$ cat config.mk
export PLATFORM = sky130hd
export DESIGN_NAME = data_mem_ctrl_flat
export DESIGN_NICKNAME = d
export VERILOG_FILES = /design/src/rtl/mem_pkg.sv /design/src/rtl/data_mem_ctrl_if.sv /design/src/rtl/mem_load_align.sv /design/src/rtl/data_mem_ctrl.sv /design/src/flat_wrapper.sv
export SDC_FILE = /design/constraint.sdc
export NUM_CORES = 1
export LEC_CHECK = 0
export BUFFER_PORTS_ARGS = -buffer_cell sky130_fd_sc_hd__clkbuf_2
export CAP_MARGIN = 25
export CORE_MARGIN = 1
export CORE_UTILIZATION = 41
export CTS_BUF_LIST = sky130_fd_sc_hd__clkbuf_8 sky130_fd_sc_hd__clkbuf_16
export DETAILED_ROUTE_END_ITERATION = 10
export HOLD_SLACK_MARGIN = 0.02
export PLACE_DENSITY = 0.79
export SKIP_LAST_GASP = 1
export SLEW_MARGIN = 20
export SYNTH_ARGS = -nofsm -noshare
export SYNTH_HDL_FRONTEND = slang
export SYNTH_SLANG_ARGS = --single-unit
export TNS_END_PERCENT = 20
$ cat constraint.sdc
create_clock -name clk -period 1.4 [get_ports clk]
set_input_delay 0.28 -clock clk [delete_from_list [all_inputs] [get_ports clk]]
set_output_delay 0.28 -clock clk [all_outputs]
set_load 0.005 [all_outputs]
$ cat src/rtl/mem_pkg.sv
// Shared definitions for the data-memory controller: access-size codes,
// controller state encoding and byte-lane helpers.
package mem_pkg;

    localparam logic [1:0] SZ_BYTE = 2'b00;
    localparam logic [1:0] SZ_HALF = 2'b01;
    localparam logic [1:0] SZ_WORD = 2'b10;
    localparam logic [1:0] SZ_RSVD = 2'b11;

    typedef enum logic [1:0] {
        ST_IDLE = 2'd0,
        ST_WAIT = 2'd1,
        ST_DONE = 2'd2
    } state_t;

    // Little-endian lanes: a == 0 selects bits [7:0].
    function automatic logic [3:0] lane_mask(input logic [1:0] size, input logic [1:0] a);
        logic [3:0] m;
        m = 4'b0000;
        case (size)
            SZ_BYTE: m = 4'b0001 << a;
            SZ_HALF: m = 4'b0011 << a;
            SZ_WORD: m = 4'b1111;
            default: m = 4'b0000;
        endcase
        return m;
    endfunction

    function automatic logic is_misaligned(input logic [1:0] size, input logic [1:0] a);
        return (size == SZ_RSVD) ||
               (size == SZ_HALF && a[0]) ||
               (size == SZ_WORD && a != 2'b00);
    endfunction

    // Store data is replicated across lanes so the lane mask alone picks the target.
    function automatic logic [31:0] store_data(input logic [1:0] size, input logic [31:0] wdata);
        logic [31:0] d;
        d = wdata;
        case (size)
            SZ_BYTE: d = {4{wdata[7:0]}};
            SZ_HALF: d = {2{wdata[15:0]}};
            default: d = wdata;
        endcase
        return d;
    endfunction

endpackage

$ cat src/rtl/data_mem_ctrl_if.sv
// Core-side load/store port and memory-side block-RAM port of the controller.
// Handshake: the core raises req with stable we/size/sign_ext/addr/wdata and must keep
// them stable while stall=1; the access completes on the first rising edge with stall=0.
interface data_mem_ctrl_if #(
    parameter int ADDR_W = 32,
    parameter int ERR_W  = 8
);
    logic              req;
    logic              we;
    logic [1:0]        size;
    logic              sign_ext;
    logic [ADDR_W-1:0] addr;
    logic [31:0]       wdata;
    logic [31:0]       rdata;
    logic              stall;
    logic              misalign;
    logic [ERR_W-1:0]  err_cnt;
    logic [ADDR_W-1:0] bad_addr;

    modport master (
        output req, we, size, sign_ext, addr, wdata,
        input  rdata, stall, misalign, err_cnt, bad_addr
    );

    modport slave (
        input  req, we, size, sign_ext, addr, wdata,
        output rdata, stall, misalign, err_cnt, bad_addr
    );
endinterface

interface mem_bus_if #(
    parameter int MEM_AW = 10
);
    logic              mem_en;
    logic [3:0]        mem_we;
    logic [MEM_AW-1:0] mem_addr;
    logic [31:0]       mem_wdata;
    logic [31:0]       mem_rdata;

    modport master (
        output mem_en, mem_we, mem_addr, mem_wdata,
        input  mem_rdata
    );

    modport slave (
        input  mem_en, mem_we, mem_addr, mem_wdata,
        output mem_rdata
    );
endinterface

$ cat src/rtl/mem_load_align.sv
// Extracts the addressed byte/halfword from a memory word and sign- or zero-extends it.
module mem_load_align
    import mem_pkg::*;
(
    input  logic [31:0] mem_rdata,
    input  logic [1:0]  size,
    input  logic        sign_ext,
    input  logic [1:0]  a,
    output logic [31:0] data
);
    logic [7:0]  byte_v;
    logic [15:0] half_v;

    always_comb begin
        byte_v = mem_rdata[{a, 3'b000} +: 8];
        half_v = a[1] ? mem_rdata[31:16] : mem_rdata[15:0];
        data   = mem_rdata;
        case (size)
            SZ_BYTE: data = {{24{sign_ext & byte_v[7]}}, byte_v};
            SZ_HALF: data = {{16{sign_ext & half_v[15]}}, half_v};
            default: data = mem_rdata;
        endcase
    end
endmodule

$ cat src/rtl/data_mem_ctrl.sv
// Load/store controller between the core and a synchronous block RAM with
// configurable read latency, byte lanes, extension and misalignment logging.
module data_mem_ctrl
    import mem_pkg::*;
#(
    parameter int ADDR_W  = 32,
    parameter int MEM_AW  = 10,
    parameter int LATENCY = 1,
    parameter int ERR_W   = 8
) (
    input  logic           clk,
    input  logic           rst,
    data_mem_ctrl_if.slave core,
    mem_bus_if.master      mem,
    output state_t         state_dbg
);
    localparam logic [2:0] LAT = 3'(LATENCY);

    state_t            state, state_next;
    logic [2:0]        cnt;
    logic [1:0]        lat_size;
    logic [1:0]        lat_a;
    logic              lat_sign;
    logic [31:0]       rdata_q;
    logic [31:0]       aligned;
    logic [ERR_W-1:0]  err_cnt_q;
    logic [ADDR_W-1:0] bad_addr_q;
    logic              misalign_c;
    logic              stall_c;
    logic              mem_en_c;
    logic [3:0]        mem_we_c;
    logic              accept_load;
    logic              capture;
    logic              log_err;

    assign misalign_c = core.req & is_misaligned(core.size, core.addr[1:0]);

    // Requests are only taken in IDLE and never while reset is held, so the
    // handshake outputs are all zero during reset even if req is still high.
    always_comb begin
        state_next  = state;
        stall_c     = 1'b0;
        mem_en_c    = 1'b0;
        mem_we_c    = 4'b0000;
        accept_load = 1'b0;
        capture     = 1'b0;
        log_err     = 1'b0;
        case (state)
            ST_IDLE: begin
                if (rst && core.req) begin
                    if (misalign_c) begin
                        log_err = 1'b1;
                    end else if (core.we) begin
                        mem_en_c = 1'b1;
                        mem_we_c = lane_mask(core.size, core.addr[1:0]);
                    end else begin
                        mem_en_c    = 1'b1;
                        stall_c     = 1'b1;
                        accept_load = 1'b1;
                        state_next  = ST_WAIT;
                    end
                end
            end
            ST_WAIT: begin
                stall_c = 1'b1;
                if (cnt == LAT) begin
                    capture    = 1'b1;
                    state_next = ST_DONE;
                end
            end
            ST_DONE: state_next = ST_IDLE;
            default: state_next = ST_IDLE;
        endcase
    end

    always_ff @(posedge clk or negedge rst) begin
        if (!rst) begin
            state <= ST_IDLE;
        end else begin
            state <= state_next;
        end
    end

    always_ff @(posedge clk or negedge rst) begin
        if (!rst) begin
            cnt      <= 3'd0;
            lat_size <= SZ_BYTE;
            lat_a    <= 2'b00;
            lat_sign <= 1'b0;
            rdata_q  <= 32'h0;
        end else begin
            if (accept_load) begin
                cnt      <= 3'd1;
                lat_size <= core.size;
                lat_a    <= core.addr[1:0];
                lat_sign <= core.sign_ext;
            end else if (state == ST_WAIT && !capture) begin
                cnt <= cnt + 3'd1;
            end
            if (capture) begin
                rdata_q <= aligned;
            end
        end
    end

    always_ff @(posedge clk or negedge rst) begin
        if (!rst) begin
            err_cnt_q  <= '0;
            bad_addr_q <= '0;
        end else if (log_err) begin
            if (err_cnt_q != '1) begin
                err_cnt_q <= err_cnt_q + 1'b1;
            end
            bad_addr_q <= core.addr;
        end
    end

    mem_load_align u_align (
        .mem_rdata (mem.mem_rdata),
        .size      (lat_size),
        .sign_ext  (lat_sign),
        .a         (lat_a),
        .data      (aligned)
    );

    assign core.rdata    = rdata_q;
    assign core.stall    = stall_c;
    assign core.misalign = misalign_c;
    assign core.err_cnt  = err_cnt_q;
    assign core.bad_addr = bad_addr_q;

    // Upper address bits are dropped, so accesses wrap around the memory.
    assign mem.mem_en    = mem_en_c;
    assign mem.mem_we    = mem_we_c;
    assign mem.mem_addr  = core.addr[MEM_AW+1:2];
    assign mem.mem_wdata = store_data(core.size, core.wdata);

    assign state_dbg = state;
endmodule

$ cat src/flat_wrapper.sv
// flat-port wrapper written by rule: the top's interface ports become plain ports
module data_mem_ctrl_flat import mem_pkg::*;
#(
    parameter int ADDR_W  = 32,
    parameter int MEM_AW  = 10,
    parameter int LATENCY = 1,
    parameter int ERR_W   = 8
)
  (clk, rst, state_dbg, core_req, core_we, core_size, core_sign_ext, core_addr, core_wdata, core_rdata, core_stall, core_misalign, core_err_cnt, core_bad_addr, mem_mem_en, mem_mem_we, mem_mem_addr, mem_mem_wdata, mem_mem_rdata);
  data_mem_ctrl_if #(.ADDR_W(ADDR_W), .ERR_W(ERR_W)) core_i ();
  mem_bus_if #(.MEM_AW(MEM_AW)) mem_i ();
  input  logic clk;
  input  logic rst;
  output state_t state_dbg;
  input wire logic [$bits(core_i.req)-1:0] core_req;
  input wire logic [$bits(core_i.we)-1:0] core_we;
  input wire logic [$bits(core_i.size)-1:0] core_size;
  input wire logic [$bits(core_i.sign_ext)-1:0] core_sign_ext;
  input wire logic [$bits(core_i.addr)-1:0] core_addr;
  input wire logic [$bits(core_i.wdata)-1:0] core_wdata;
  output wire logic [$bits(core_i.rdata)-1:0] core_rdata;
  output wire logic [$bits(core_i.stall)-1:0] core_stall;
  output wire logic [$bits(core_i.misalign)-1:0] core_misalign;
  output wire logic [$bits(core_i.err_cnt)-1:0] core_err_cnt;
  output wire logic [$bits(core_i.bad_addr)-1:0] core_bad_addr;
  output wire logic [$bits(mem_i.mem_en)-1:0] mem_mem_en;
  output wire logic [$bits(mem_i.mem_we)-1:0] mem_mem_we;
  output wire logic [$bits(mem_i.mem_addr)-1:0] mem_mem_addr;
  output wire logic [$bits(mem_i.mem_wdata)-1:0] mem_mem_wdata;
  input wire logic [$bits(mem_i.mem_rdata)-1:0] mem_mem_rdata;
  assign core_i.req = core_req;
  assign core_i.we = core_we;
  assign core_i.size = core_size;
  assign core_i.sign_ext = core_sign_ext;
  assign core_i.addr = core_addr;
  assign core_i.wdata = core_wdata;
  assign core_rdata = core_i.rdata;
  assign core_stall = core_i.stall;
  assign core_misalign = core_i.misalign;
  assign core_err_cnt = core_i.err_cnt;
  assign core_bad_addr = core_i.bad_addr;
  assign mem_mem_en = mem_i.mem_en;
  assign mem_mem_we = mem_i.mem_we;
  assign mem_mem_addr = mem_i.mem_addr;
  assign mem_mem_wdata = mem_i.mem_wdata;
  assign mem_i.mem_rdata = mem_mem_rdata;
  data_mem_ctrl #(.ADDR_W(ADDR_W), .MEM_AW(MEM_AW), .LATENCY(LATENCY), .ERR_W(ERR_W)) u_core (.clk(clk), .rst(rst), .core(core_i), .mem(mem_i), .state_dbg(state_dbg));
endmodule
==> results of run 1 <==
==> state kept, by name, summed over array words and instances, names as in the netlist <==
signal / flops
u_core.core.rdata: 32
u_core.state_dbg: 2
u_core.core.err_cnt: 8
u_core.cnt: 3
u_core.core.bad_addr: 32
u_core.lat_sign: 1
u_core.lat_size: 2
u_core.lat_a: 2
==> layer usage <==
metal	global-route usage	vias up	routed length, µm
met5	0	-	0
met1	0.285	1973	4960
met2	0.405	179	6350
li1	-	1940	-
met4	0.125	0	479
met3	0.0362	42	725
==> worst max-delay path: cells and delay by family (launching register included) <==
| family | cells | cell delay (ns) |
|---|---|---|
| AOI/OAI and AO/OA | 1 | 0.22 |
| buffers and inverters | 1 | 0.17 |
| and+or+nand+nor | 2 | 0.52 |
| DFF | 1 | 0.39 |
==> kinds of logic (layout without fill, tap and decap cells) <==
logic type,Yosys count,after routing,share of synthesized area
and+or+nand+nor,134,134,0.164
DFF,82,82,0.473
muxes,79,79,0.200
AOI/OAI and AO/OA,51,51,0.0733
buffers and inverters,48,306,0.0643
xor gates and xnor gates,8,8,0.0162
adders and majority gates,3,3,0.00865
==> cell type report <==
type	count	share of cell area
Clock buffer	10	0.0214
Clock inverter	6	0.0127
Inverter	3	0.00253
Multi-Input combinational cell	275	0.342
Sequential cell	82	0.320
Tap cell	136	0.0265
Timing Repair Buffer	287	0.275
==> worst max-delay path by stage <==
stage,start,end,slack [ns]
global route,u_core.state_dbg[1],mem_mem_we[0],-0.59
global placement,u_core.state_dbg[0],mem_mem_we[0],-0.26
CTS,u_core.state_dbg[1],mem_mem_we[0],-0.56
floorplan,u_core.state_dbg[0],u_core.core.err_cnt[6],-0.19
finish,u_core.state_dbg[1],mem_mem_we[0],-0.53
detailed placement,u_core.state_dbg[0],mem_mem_we[0],-0.30
==> repair_timing <==
action,in CTS,in global routing
endpoints found under the setup margin,105,112
gates resized for setup,38,7
buffers inserted,7,2
hold endpoints to repair,0,0
pin swaps,9,3
gates cloned,3,1
==> metrics by stage <==
step | hold WS [ns] | total power, mW | instances
2_1_floorplan | -0.0156 | 6.62 | 405
3_3_place_gp | 0.466 | 8.76 | 770
3_5_place_dp | 0.479 | 8.99 | 770
4_1_cts | 0.135 | 11.4 | 796
5_1_grt | 0.139 | 12.1 | 799
6_report | 0.0938 | 11.3 | 799
==> placed cells by master (no fill, tap or decap), drive strengths merged, types with 2 or more instances in the layout <==
cell type | netlist | final
clkbuf | 15 | 232
dfrtp | 82 | 82
buf | 30 | 64
mux2 | 62 | 62
nand2 | 42 | 42
nand3 | 34 | 34
o21ai | 25 | 25
mux2i | 17 | 17
nor3 | 12 | 12
nor2 | 9 | 9
a31oi | 8 | 8
nand3b | 8 | 8
a221oi | 7 | 7
xnor2 | 6 | 6
inv | 3 | 6
nor2b | 6 | 6
a21oi | 5 | 5
and3 | 4 | 4
nand4 | 4 | 4
ha | 3 | 3
or2 | 3 | 3
and2 | 2 | 2
xor2 | 2 | 2
nand4b | 2 | 2
nand2b | 2 | 2
bufinv | 0 | 2
nor3b | 2 | 2
==> power breakdown <==
part           switching (mW)  leakage (nW)  internal (mW)  total, mW
Combinational            2.37          2.16           2.88       5.25
Clock                   0.860         0.119           1.05       1.91
Sequential              0.704         0.988           3.48       4.19
Total                    3.93          3.26           7.41       11.3
==> impl_metrics.tcl, run 1 <==
set metrics [dict create \
    rows 37 \
    viasPerCell 5.17 \
    crit_chain "nand4bb_4 > or2_4 > a2111oi_4 > buf_2" \
    r2r_slack_ns -0.41 \
    criticalPathCategory "flip-flop to output pin" \
    yosysTopAreaCell "dfrtp_1" \
    grt_max_degree 83 \
    setup_violations 103 \
    cp_data_required_time_ns 1.12 \
    crit_slowest_cell "dfrtp_1" \
    gr-total-overflow 0 \
    post-place-ws_ns -0.301 \
    vias 4134 \
    slew_violations 0 \
    critPathMaxFanout 4 \
    regToRegStartpoint "u_core.state_dbg[1]" \
    yosysMostFrequentCell "dfrtp_1" \
    clockBufferDepth 2 \
    rsz0062_at_grt "true" \
    hold_violations 0 \
    async_reset_ff_frac 1.00 \
    seq_area_frac_synth 0.473 \
    routed_wl_mm 12.5 \
    grt_pass1_wl_mm 20.4 \
    fill_cells 889 \
    hold_buffers 0 \
    synthTopCellsByCount "82 x dfrtp_1, 60 x mux2_2, 42 x nand2_1" \
    run_status "finished, violations left" \
    routedWlPerCell_um 15.7 \
    start_util 0.422 \
    ys.flop_type "dfrtp_1" \
    synth_edf_count 0 \
    worstPathArrival_ns 1.65 \
    fp.coreArea_um2 10300 \
    antennaDiodeCount 0 \
    numCtsBuffers 9 \
    final_nets 764 \
    worstRegToRegCells 5 \
    worstSetupEndpointType "output pin" \
    gp_congestion 0.927 \
    drc 0 \
    grt_pass1_vias 4217 \
    drt_iter0_drc 139 \
    antenna_found_initial 0 \
    yosys.area.top_type_share 0.473 \
    dpl.hpwl_mm 9.34 \
    drtPass1Iterations 4 \
    cts.htree.levels 3 \
    tns_ns -22.37 \
    drive_gt1_frac 0.591 \
    fin_crit_sh 1.38 \
    syn_area_per_cell_um2 10.7 \
    clkSlewWorstSetupHoldPaths_ns 0.09 \
    ys_seq_elements 82 \
    reg2reg_to "u_core.core.bad_addr[30]" \
    violations "negative setup slack" \
    synthTopCellsByArea "dfrtp_1 47%, mux2_2 16%, mux2i_1 3.9%" \
    clk_latency_ns 0.36 \
    track_usage 0.236 \
    place_area_um2 5870 \
    yosys_warnings 0 \
    numClockSinks 82 \
    final_cell_area_um2 6420 \
    multi_input_area_um2 2190 \
    cts_tree "done" \
    fin_util 0.625 \
    fmax_mhz 519 \
    die_area_um2 11000 \
    leakagePower_nw 3.26 \
    syn-num-nets 511 \
    slowest_delay_ns 0.39 \
    min_path_type "input port to asynchronous set/reset pin" \
    port_buffers 225 \
    ios 226 \
    ff_latch_area_um2 2050 \
    finalClockSkew_ns 0.0108 \
    fp.dieH_um 105 \
    drv_cap 0 \
    ant_nets 0 \
    layout_setup_ws_ns -0.527 \
    fin_crit_ns 1.93 \
    synth_cell_type_count 43 \
    ir_drop_uv 800 \
    power_density_nw_per_um2 1770 \
    worst_pin_slew_ns 0.742 \
    slew_headroom 0.505 \
    cts_root_buffer "clkbuf_8" \
    postSynthCellCount 405 \
    synthesis.area_um2 4340 \
    start_kind "flip-flop" \
    area_growth_pct 48.0 \
    dieWidth_um 105 \
]
Note: power is estimated with default switching activity, not from simulation.
==> inputs of run 2 (changes only) <==
- ABC_AREA: not set -> 1
- CORE_UTILIZATION: 41 -> 43
- PLACE_DENSITY: 0.79 -> 0.8
- SYNTH_HIERARCHICAL: not set -> 1
==> impl_metrics.tcl, run 2 <==
set metrics [dict create \
    antennaDiodeCount 0 \
    synth_xor_area_frac 0.00542 \
    synth_edf_count 0 \
    cp_data_required_time_ns 1.12 \
    drt_iter0_drc 322 \
    synthTopCellsByCount "345 x nand2_1, 82 x dfrtp_1, 55 x nand3_1" \
    drtPass1Iterations 6 \
    regToRegStartpoint "u_core/lat_size[0]" \
    yosys_warnings 6 \
    fin_crit_ns 1.85 \
    dpl.hpwl_mm 10.7 \
    numClockSinks 82 \
    drc 0 \
    ys_seq_elements 82 \
    r2r_slack_ns -0.12 \
    finalClockSkew_ns 0.0133 \
    slew_violations 0 \
    muxShareOfSynthArea 0 \
    power_frac_clock 0.221 \
    async_reset_ff_frac 1.00 \
    slew_headroom 0.658 \
    numPlacedInstances 1029 \
    critPathMaxFanout 3 \
    min_path_type "input port to asynchronous set/reset pin" \
    rows 38 \
    synth_top_family_by_area "simple AND/OR/NAND/NOR gates" \
    total_power_mw 8.20 \
    criticalPathCategory "flip-flop to output pin" \
    viasPerCell 4.96 \
    syn-num-nets 769 \
    routed_wl_mm 14.8 \
    gr-total-overflow 0 \
    port_buffers 225 \
    routedWlPerCell_um 13.9 \
    grt_pass1_wl_mm 22.1 \
    area_growth_pct 42.3 \
    worst_setup_path_startpoint "u_core/state_dbg[1]" \
    grt_max_degree 42 \
    clk_latency_ns 0.34 \
    gp_congestion 0.866 \
    hold_ws_ns 0.0401 \
    start_kind "flip-flop" \
    numCtsBuffers 9 \
    yosys.area.top_type_share 0.423 \
    tns_ns -4.47 \
    fp.coreArea_um2 10900 \
    cts_tree "done" \
    antenna_found_initial 0 \
    rsz0062_at_grt "true" \
    ys.flop_type "dfrtp_1" \
    drive_gt1_frac 0.409 \
    synth_cell_type_count 37 \
    p_sw_frac 0.353 \
    netSwitchingPower_mw 2.90 \
    setup_violations 52 \
    leakagePower_nw 4.14 \
    reg2reg_to "u_core/core.rdata[28]" \
    fmax_mhz 542 \
    layout_commonest_cell "nand2_1" \
    clockBufferDepth 2 \
    layout_setup_ws_ns -0.446 \
    violations "negative setup slack" \
    fin_crit_sh 1.32 \
    vias 5300 \
    hold_violations 0 \
    critPathCapture "core_stall" \
    track_usage 0.239 \
    synthesis.area_um2 4850 \
    start_util 0.445 \
    yosysTopAreaCell "dfrtp_1" \
    yosys.area_share.simple 0.424 \
    ir_drop_uv 589 \
    worstRegToRegCells 11 \
    fp.dieH_um 108 \
    grt_pass1_vias 4784 \
    worstPathArrival_ns 1.57 \
    synth_compound_area_frac 0.0436 \
    run_status "finished, violations left" \
    dieWidth_um 108 \
    syn_area_per_cell_um2 7.31 \
    final_nets 1029 \
    pwr-share-seq 0.400 \
    seq_area_frac_synth 0.423 \
    drv_cap 0 \
    die_area_um2 11700 \
    mostFrequentLayoutCells "336 x nand2_1, 220 x clkbuf_2, 80 x dfrtp_1, 54 x nand3_1, 49 x buf_4" \
    synthTopCellsByArea "dfrtp_1 42%, nand2_1 27%, nand3_1 5.7%" \
    clkSlewWorstSetupHoldPaths_ns 0.10 \
    comb_power_share 0.378 \
    cts.htree.levels 3 \
    worstSetupEndpointType "output pin" \
    cts_root_buffer "clkbuf_8" \
    fin_cells 1068 \
    power_density_nw_per_um2 1190 \
    p_int_mw 5.30 \
    yosysMostFrequentCell "nand2_1" \
    postSynthCellCount 663 \
    worst_pin_slew_ns 0.513 \
    synth_fa_ha_area_frac 0.00774 \
    ant_nets 0 \
    ios 226 \
]
-- run 2: cell count changes after synthesis, sizes merged, moves of 11 or more --
cell,delta
nor3,-11
inv,+27
buf,+13
mux2i,-17
nand3,+36
mux2,-62
nand2,+313
-- run 2: repair_timing --
item	in CTS	in global routing
resized for setup	16	42
hold buffers	1	0
gates cloned	2	3
endpoints found under the hold margin	9	0
buffers inserted	2	15
pin swaps	2	22
setup endpoints to repair	58	101
-- run 2: kinds of logic after synthesis --
logic type               count (synthesis)
AND/OR/NAND/NOR                        463
flip-flops                              82
buffers and inverters                   78
AO/OA/AOI/OAI                           34
XOR/XNOR                                 3
adder cells (fa/ha/maj)                  3
-- run 2: how the worst min path moves through the flow --
stage	cells past startpoint	endpoint	slack (ns)	startpoint
6_report	2	u_core/core.bad_addr[2]	0.04	rst
5_1_grt	2	u_core/core.bad_addr[5]	0.06	rst
4_1_cts	2	u_core/core.bad_addr[5]	0.04	rst
3_5_place_dp	2	u_core/state_dbg[0]	0.25	rst
3_3_place_gp	2	u_core/core.err_cnt[4]	0.24	rst
2_1_floorplan	0	u_core/cnt[0]	-0.02	rst
-- run 2: final cells by class --
cell class              instances  area [µm²]
fillers                       979        3990
clock buffers                  10         138
inverters                      30         125
flip-flops and latches         82        2050
clock inverters                 6        71.3
repair buffers                296        1880
well taps                     140         175
multi-input cells             504        2460
-- run 2: routing by layer --
layer | GRT usage | routed length [µm] | vias up | part of all wire
met5 | 0 | 0 | - | 0
met4 | 0.0773 | 235 | 0 | 0.016
met3 | 0.0307 | 970 | 24 | 0.066
met2 | 0.428 | 7640 | 234 | 0.52
met1 | 0.296 | 5950 | 2449 | 0.40
li1 | - | - | 2593 | -
-- run 2: power groups by stage --
stage / registers, mW / logic [mW] / clock network [mW]
3_3_place_gp: 3.30 / 2.64 / 0
5_1_grt: 3.36 / 3.44 / 1.97
4_1_cts: 3.27 / 2.78 / 1.85
2_1_floorplan: 3.31 / 1.45 / 0
3_5_place_dp: 3.31 / 2.70 / 0
6_report: 3.28 / 3.10 / 1.82
-- run 2: worst max-delay path, cell delays in order, from the launching register on --
cell     delay [ns]
dfrtp_1        0.40
inv_2          0.07
nand4_1        0.22
nor2_8         0.20
buf_6          0.13
nand2_4        0.05
nand2_4        0.07
buf_6          0.09
-- run 2: per-stage QoR --
step	utilization	setup WS (ns)	cell area [µm²]
floorplan	-	0.0140	4850
global placement	0.573	-0.203	6240
detailed placement	0.573	-0.187	6240
global route	0.634	-0.534	6900
finish	0.634	-0.446	6900
CTS	0.605	-0.509	6580
